<file path="config.mk">
export PLATFORM = sky130hd
export DESIGN_NAME = mux4_rr_arbiter
export DESIGN_NICKNAME = d
export VERILOG_FILES = /design/src/rtl/mux4_rr_arbiter.sv
export SDC_FILE = /design/constraint.sdc
export NUM_CORES = 1
export LEC_CHECK = 0
export BUFFER_PORTS_ARGS = -buffer_cell sky130_fd_sc_hd__buf_2
export CORE_MARGIN = 8
export CORE_UTILIZATION = 25
export CTS_CLUSTER_DIAMETER = 30
export CTS_CLUSTER_SIZE = 8
export DETAILED_ROUTE_END_ITERATION = 10
export PLACE_DENSITY = 0.54
export RECOVER_POWER = 25
export SLEW_MARGIN = 20
export SYNTH_ARGS = -nofsm -noshare
export SYNTH_HDL_FRONTEND = slang
export SYNTH_SLANG_ARGS = --single-unit
</file>
<file path="constraint.sdc">
create_clock -name clk -period 1.6 [get_ports clk]
set_input_delay 0.16 -clock clk [delete_from_list [all_inputs] [get_ports clk]]
set_output_delay 0.16 -clock clk [all_outputs]
set_load 0.02 [all_outputs]
</file>
<file path="src/rtl/mux4_rr_arbiter.sv">
// Round-robin arbiter owning the select of a shared 4-to-1 valid/ready channel mux.
// Define MUX4_RR_ARBITER_PKT_LOCK_EN to hold each grant until the beat carrying in_last.
module mux4_rr_arbiter #(
  parameter int unsigned WIDTH = 8
) (
  input  logic             clk,
  input  logic             rst,
  input  logic [3:0]       in_valid,
  input  logic [3:0]       in_last,
  input  logic [WIDTH-1:0] in_data0,
  input  logic [WIDTH-1:0] in_data1,
  input  logic [WIDTH-1:0] in_data2,
  input  logic [WIDTH-1:0] in_data3,
  output logic [3:0]       in_ready,
  output logic             out_valid,
  output logic [WIDTH-1:0] out_data,
  output logic             out_last,
  input  logic             out_ready,
  output logic [1:0]       sel,
  output logic             busy
);

  typedef enum logic [0:0] {StIdle, StGrant} state_e;

  state_e     state_q;
  logic [1:0] ptr_q;
  logic [1:0] sel_q;

  logic       pick_valid;
  logic [1:0] pick_idx;
  logic [1:0] scan_idx;
  logic       granted;
  logic       xfer;
  logic       grant_release;

  // Scan from the farthest offset down so the nearest requester at or after ptr wins.
  always_comb begin
    pick_valid = 1'b0;
    pick_idx   = ptr_q;
    scan_idx   = ptr_q;
    for (int k = 3; k >= 0; k--) begin
      scan_idx = ptr_q + 2'(k);
      if (in_valid[scan_idx]) begin
        pick_valid = 1'b1;
        pick_idx   = scan_idx;
      end
    end
  end

  always_comb begin
    out_data = in_data0;
    unique case (sel_q)
      2'd0: out_data = in_data0;
      2'd1: out_data = in_data1;
      2'd2: out_data = in_data2;
      2'd3: out_data = in_data3;
      default: out_data = in_data0;
    endcase
  end

  // Handshake outputs are masked during reset so no beat is accepted in that cycle.
  assign granted   = (state_q == StGrant) && !rst;
  assign out_last  = in_last[sel_q];
  assign out_valid = granted && in_valid[sel_q];
  assign in_ready  = (granted && out_ready) ? (4'b0001 << sel_q) : 4'b0000;
  assign xfer      = out_valid && out_ready;

`ifdef MUX4_RR_ARBITER_PKT_LOCK_EN
  assign grant_release = xfer && in_last[sel_q];
`else
  assign grant_release = xfer;
`endif

  always_ff @(posedge clk) begin
    if (rst) begin
      state_q <= StIdle;
      ptr_q   <= 2'd0;
      sel_q   <= 2'd0;
    end else begin
      unique case (state_q)
        StIdle: begin
          if (pick_valid) begin
            sel_q   <= pick_idx;
            state_q <= StGrant;
          end
        end
        StGrant: begin
          if (grant_release) begin
            ptr_q   <= sel_q + 2'd1;
            state_q <= StIdle;
          end
        end
        default: state_q <= StIdle;
      endcase
    end
  end

  assign sel  = sel_q;
  assign busy = (state_q == StGrant);

endmodule

</file>
# After elaboration in Yosys (flattened, before gate mapping)
# Index checks and enable logic that the tools add are counted.
# W data, S select, Z words.
# totals
wordCells	50
inputBits	43
ramBits	0
out_inout_bits	17
regBits	5
n_memories	0
latch_bits	0
rom_bits	0
# classes
div	0
order_cmp	5
reduce_logical	8
n_mul	0
mux	25
add_sub_neg	4
bitwise	1
shifts	1
eq_ne	3
# op_table
operator	count
$pmux W8 S4	1
$lt A2 B3 Y1 const B	5
$bmux W1 S2	6
$mux W1	12
$mux W2	4
$add A2 B1 Y2 const B	2
$add A2 B2 Y2 const B	2
$eq A2 B2 Y1 const B	2
$logic_and A1 B1 Y1	4
$mux W4	1
$reduce_and A2 Y1	2
$shl A1 B2 Y4 const A	1
$eq A2 B1 Y1 const B	1
$logic_not A2 Y1	1
$pmux W1 S2	1
$logic_not A1 Y1	1
$not A1 Y1	1

# Longest topological paths before layout
# Gate-level depths: netlist (run 1).
# depth
ltp_word	9
ltp_mapped	5
depth_no_buf	4

# Worst setup path after synthesis (run 1)
# OpenSTA, ideal clock, no wires.
# synth_timing
kind	register -> output
startpoint	register sel_q[0], in the netlist sel[0]
endpoint	output out_data[7]
n_path_buf	1
stages_incl_launch_ff	6
setup_slack_ns	-0.147
t_required_ns	1.440
arrival_time_ns	1.587
path_cell_list	dfxtp_1 -> inv_1 -> ha_1 -> clkbuf_1 -> a222oi_1 -> mux2i_1
# synth_between
elab_chain_cells	2
word_cells_on_any_way	5
classes_between	eq/ne: 3; mux: 1; reduce/logical: 1
# synth_lines
element	line_no	text
start: declaration	27	logic [1:0] sel_q;
start signal: assignment	83	sel_q <= pick_idx;
$eq A2 B2 Y1 (tied with other cells)	52	unique case (sel_q)
$pmux W8 S4 *	52	
end: declaration	16	output logic [WIDTH-1:0] out_data,
# Mark *: on every way between the ends. The rest lies on a longest branch, timed or not.

# Worst setup path in the final report (run 1)
# layout_timing
startpoint	register sel_q[0], in the netlist sel[0]
endpoint	output out_data[3]
# The elaborated chain is that of the path after synthesis.

==> summary.txt, run 1 <==
r2r worst-path depth -> 6
Seq/Total Area, Yosys -> 15.2%
Power Density -> 579 mW/mm2
P_int -> 406 uW
area grow syn2layout -> 72.6%
Power Total -> 657 uW
Psw -> 251 uW
period utilization -> 106%
WL per Instance -> 14.6 um
n_diodes -> 0
outcome -> complete, but fails checks
hold path depth -> 2
routed vias/inst -> 5.09
minimum clock period -> 1690 ps
gp weighted congestion -> 0.866
Max-Cap Viols -> 0
Yosys cell types -> 25
final setup violation count -> 8
I/O pin total -> 60
Post-DP HPWL -> 2120 um
TritonCTS Sinks -> 5
CP Class -> reg2out
1st-pass router iterations -> 4
Seq cells post-synth -> 5
worst reg2reg setup slack -> 210 ps
worst-path cell chain -> ha_2 > a222oi_1 > mux2i_2 > buf_2
total track usage -> 10.3%
Final nets -> 193
initial antenna violation count -> 0
f_max -> 592 MHz
clock buffer depth -> 2
Hold WC Path Type -> in2reg
cell count after synthesis -> 80
Avg Cell Area, Syn -> 8.21 um2
ANT nets after route -> 0
Worst EP arrival -> 1530 ps
via count -> 886
H-tree levels -> 1
CTS buffer count -> 3
full die area -> 0.00452 mm2
Worst Path Max Fanout -> 9
Setup Skew -> 0.400 ps
CTS tree -> done
effective utilization at floorplan -> 26.5%
Initial DRC Count -> 59
number of global-route vias before repair -> 861
Die H -> 67.3 um
synth warn -> 0
row count -> 18
critical path startpoint -> sel[0]$_SDFFE_PP0P_
startpoint types -> register
power share of the sequential group -> 22.4%
CP max stage cell -> a222oi_1
worst skew pair latency -> 240 ps
syn_nets -> 128
root buffer cell -> clkbuf_4
Seq. cell area -> 108 um2
FF-to-FF Start -> sel[1]$_SDFFE_PP0P_
RSZ-0062 raised after global routing -> true
Pins Over Slew Limit -> 0
Clock power frac -> 22.1%
P_leak -> 0.549 nW
Required @ worst endpoint -> 1440 ps
combinational power share -> 55.5%
VDD IR max -> 0.448 mV
Die Wd -> 67.3 um
multi-input logic area -> 563 um2
CP peak stage delay -> 390 ps
Worst slew margin -> 76.8%
Setup crit end kind -> output port
Netlist Area Pre-Place -> 657 um2
Reg clk slew, reported paths -> 40 ps
global route total overflow -> 0
core area -> 0.00248 mm2
r2r endpoint -> ptr_q[1]$_SDFFE_PP0P_
setup ws final -> -89.3 ps
layout cells sized above 1 -> 60.4%
# DRC -> 0
largest net degree at the start of global routing -> 10
Net Sw Frac -> 38.3%
Layout fillers -> 262
failing checks -> negative setup slack
Least-Margin Pin Slew -> 348 ps
drt total wl -> 2530 um
Worst Hold Launch -> rst
PortBufs -> 59
first-pass GRT wire length -> 3750 um
sum of negative setup slack -> -610 ps
final hold violations -> 0
Min-Delay Endpoint -> sel[0]$_SDFFE_PP0P_
-- area by class of cell --
type / count / area share [%]
timing repair buffer: 64 / 30.6
inverter: 14 / 4.64
sequential: 5 / 9.49
clock buffer: 4 / 2.32
tap: 30 / 3.31
multi-input combinational: 57 / 49.7
-- power by group through the flow --
stage | registers, mW | clock network (mW) | logic [mW]
final | 0.147 | 0.145 | 0.365
after global routing | 0.148 | 0.167 | 0.394
after CTS | 0.146 | 0.154 | 0.367
after detailed placement | 0.147 | 0 | 0.333
after global placement | 0.147 | 0 | 0.330
after floorplan | 0.156 | 0 | 0.193
-- stage by stage --
step	instance area (um2)	hold slack (ps)	setup WS (ps)	utilization, %	cells
after global routing	1130	199	-188	45.8	174
after floorplan	693	219	18.9	-	80
after global placement	1030	431	17.7	41.7	168
final	1130	192	-89.3	45.8	174
after detailed placement	1030	426	4.70	41.7	168
after CTS	1130	180	-144	45.6	174
-- synthesized netlist by cell type --
master	instances	area share [%]
a2111oi_2	1	2.3
a211o_1	1	1.3
a211oi_1	1	1.1
a21oi_1	2	1.5
a221oi_1	1	1.3
a222oi_1	8	12
a311oi_1	1	1.3
and2_1	4	3.8
and3_1	1	0.95
clkbuf_1	4	2.3
dfxtp_1	5	15
ha_1	5	9.5
inv_1	14	8.0
mux2_4	1	2.3
mux2i_1	10	15
mux4_1	1	4.0
nand2_1	1	0.57
nand3b_1	1	1.1
nor2_1	8	4.6
nor2b_1	2	1.9
nor3_1	2	1.5
nor4_2	1	1.9
o21ai_0	3	2.3
o221ai_1	1	1.3
o2bb2ai_2	1	2.3
-- critical path: cells and delay by family (launching register included) --
kind,cells,cell delay (ps)
compound gates,1,390
fa+ha+maj,1,250
buf+inv,1,180
flops,1,350
mux,1,120
-- registers in the layout, indices dropped and copies added (netlist names) --
name	flops
sel	2
ptr_q	2
busy	1
-- per-layer routing --
metal	track usage, %	vias up	part of all wire, %
met5	0	-	0
met2	16.8	68	42
met4	2.35	0	0.039
li1	-	426	-
met3	5.13	2	20
met1	11.8	390	38
-- placed cells by master, fill, tap and decap left out, drive strengths merged --
master | netlist | routed
and3 | 1 | 1
a221oi | 1 | 1
a211oi | 1 | 1
nand2 | 1 | 1
mux4 | 1 | 1
o21ai | 3 | 3
nor3 | 2 | 2
nor2b | 2 | 2
nor4 | 1 | 1
and2 | 4 | 4
nand3b | 1 | 1
o221ai | 1 | 1
o2bb2ai | 1 | 1
a2111oi | 1 | 1
a211o | 1 | 1
ha | 5 | 5
buf | 0 | 62
a222oi | 8 | 8
a21oi | 2 | 2
dfxtp | 5 | 5
mux2 | 1 | 1
mux2i | 10 | 10
nor2 | 8 | 8
a311oi | 1 | 1
clkbuf | 4 | 6
inv | 14 | 14
-- worst max-delay path by stage --
| stage | slack [ps] | endpoint |
|---|---|---|
| 2_1_floorplan | 20 | out_data[7] |
| 3_3_place_gp | 20 | out_data[3] |
| 3_5_place_dp | 5 | out_data[7] |
| 4_1_cts | -140 | out_data[3] |
| 5_1_grt | -190 | out_data[7] |
| 6_report | -90 | out_data[3] |
-- logic make-up after synthesis --
group	Yosys count	synth area share, %
compound gates	20	27.0
fa+ha+maj	5	9.52
buf+inv	18	10.3
flops	5	15.2
mux	12	21.5
simple gates	20	16.4
-- timing repair --
item,in CTS,in global routing
gates resized for setup,14,3
pin swaps,4,1
endpoints found under the setup margin,10,10
hold buffers,0,0
buffers inserted,2,0
(Power assumes the default switching activity.)
==> run 2, diff against run 1 <==
--- a/config.mk
+++ b/config.mk
@@ -11,7 +11,7 @@
 export CTS_CLUSTER_DIAMETER = 30
 export CTS_CLUSTER_SIZE = 8
 export DETAILED_ROUTE_END_ITERATION = 10
-export PLACE_DENSITY = 0.54
+export PLACE_DENSITY = 0.55
 export RECOVER_POWER = 25
 export SLEW_MARGIN = 20
 export SYNTH_ARGS = -nofsm -noshare
==> summary.txt, run 2 (synthesis gave the netlist of run 1 again) <==
CTS tree -> done
cts hold-fix bufs -> 0
PortBufs -> 59
Worst slew margin -> 76.2%
WL per Instance -> 14.8 um
f_max -> 589 MHz
worst-path cell chain -> inv_2 > ha_4 > a222oi_1 > mux2i_2 > buf_4
Setup Skew -> 2.31 ps
Worst EP arrival -> 1540 ps
Setup crit end kind -> output port
n_diodes -> 0
Initial DRC Count -> 75
final hold violations -> 0
P_leak -> 0.563 nW
VDD IR max -> 0.550 mV
I/O pin total -> 60
root buffer cell -> clkbuf_4
number of global-route vias before repair -> 885
Least-Margin Pin Slew -> 357 ps
Max-Cap Viols -> 0
sum of negative setup slack -> -556 ps
Power Density -> 581 mW/mm2
Reg clk slew, reported paths -> 40 ps
minimum clock period -> 1700 ps
largest net degree at the start of global routing -> 10
cell family with most CP delay -> compound AO/OA/AOI/OAI gates
Buf+Inv Stages, Crit Path -> 2
layout cells sized above 1 -> 61.6%
Hold WC Path Type -> in2reg
initial antenna violation count -> 0
commonest non-fill, non-tap cell in the layout -> buf_2
gp weighted congestion -> 0.791
Final nets -> 195
period utilization -> 106%
drt total wl -> 2600 um
effective utilization at floorplan -> 26.5%
CP peak stage delay -> 380 ps
# DRC -> 0
first-pass GRT wire length -> 3840 um
worst reg2reg setup slack -> 230 ps
Post-DP HPWL -> 2090 um
CP max stage cell -> a222oi_1
full die area -> 0.00452 mm2
row count -> 18
hold_ws -> 189 ps
ANT nets after route -> 0
Worst Path Max Fanout -> 9
setup ws final -> -97.8 ps
routed vias/inst -> 5.01
startpoint types -> register
final setup violation count -> 8
1st-pass router iterations -> 5
Die Wd -> 67.3 um
global route total overflow -> 0
most frequent cells in the layout -> 54 x buf_2, 12 x inv_1, 9 x buf_4
core area -> 0.00248 mm2
TritonCTS Sinks -> 5
CTS buffer count -> 3
clock buffer depth -> 2
worst skew pair latency -> 250 ps
outcome -> complete, but fails checks
RSZ-0062 raised after global routing -> true
CP Class -> reg2out
Die H -> 67.3 um
H-tree levels -> 1
area grow syn2layout -> 77.9%
failing checks -> negative setup slack
Required @ worst endpoint -> 1440 ps
total track usage -> 10.6%
Final Instance Area -> 0.00117 mm2
Pins Over Slew Limit -> 0
Placement Cell Area -> 0.00103 mm2
via count -> 882
-- run 2: changes by cell type in the layout (fill, tap and decap cells not counted), sizes merged --
cell and delta:
buf +2
-- run 2: layout make-up --
type,count,area (um2)
clock buffers,4,26.3
fillers,245,1310
inverters,14,52.6
multi-input cells,57,588
flip-flops and latches,5,108
well taps,30,37.5
repair buffers,66,357
-- run 2: path summary, 6_finish.rpt --
| path | startpoint | end | cells past startpoint |
|---|---|---|---|
| worst max-delay path | sel[0]$_SDFFE_PP0P_ | out_data[7] | 5 |
| worst min-delay path | rst | sel[0]$_SDFFE_PP0P_ | 2 |
| worst max register to register | sel[1]$_SDFFE_PP0P_ | ptr_q[1]$_SDFFE_PP0P_ | 6 |
| worst min register to register | ptr_q[1]$_SDFFE_PP0P_ | sel[1]$_SDFFE_PP0P_ | 2 |
-- run 2: per-layer routing --
| layer | wire length, um | global-route usage (%) |
|---|---|---|
| met5 | 0 | 0 |
| met4 | 0 | 1.57 |
| met3 | 501 | 5.63 |
| met2 | 1080 | 17.4 |
| met1 | 1020 | 12.3 |
-- run 2: repair_timing --
item | CTS | global route
pin swaps | 5 | 5
cloned | 0 | 0
endpoints found under the setup margin | 9 | 10
resized for setup | 15 | 5
setup buffers | 4 | 0
-- run 2: through the flow --
stage | power (mW) | utilization, % | worst slack (ps) | std cells
final | 0.679 | 47.2 | -97.8 | 176
after global routing | 0.722 | 47.2 | -194 | 176
after CTS | 0.670 | 46.5 | -113 | 176
after detailed placement | 0.480 | 41.7 | -30.5 | 168
after global placement | 0.475 | 41.7 | 18.9 | 168
after floorplan | 0.349 | - | 18.9 | 80
-- run 2: worst register-to-register path, cell delays in order, from the launching register on --
cell and delay, ps:
dfxtp_4 360, buf_6 130, mux2i_4 190, buf_4 150, o2bb2ai_2 170, mux2i_1 200, nor2_1 50
-- run 2: power breakdown --
group	internal, mW	total [mW]	leakage [nW]	switching, mW
registers	0.134	0.147	0.0425	0.0136
logic	0.187	0.381	0.505	0.193
clock network	0.0946	0.151	0.0150	0.0566
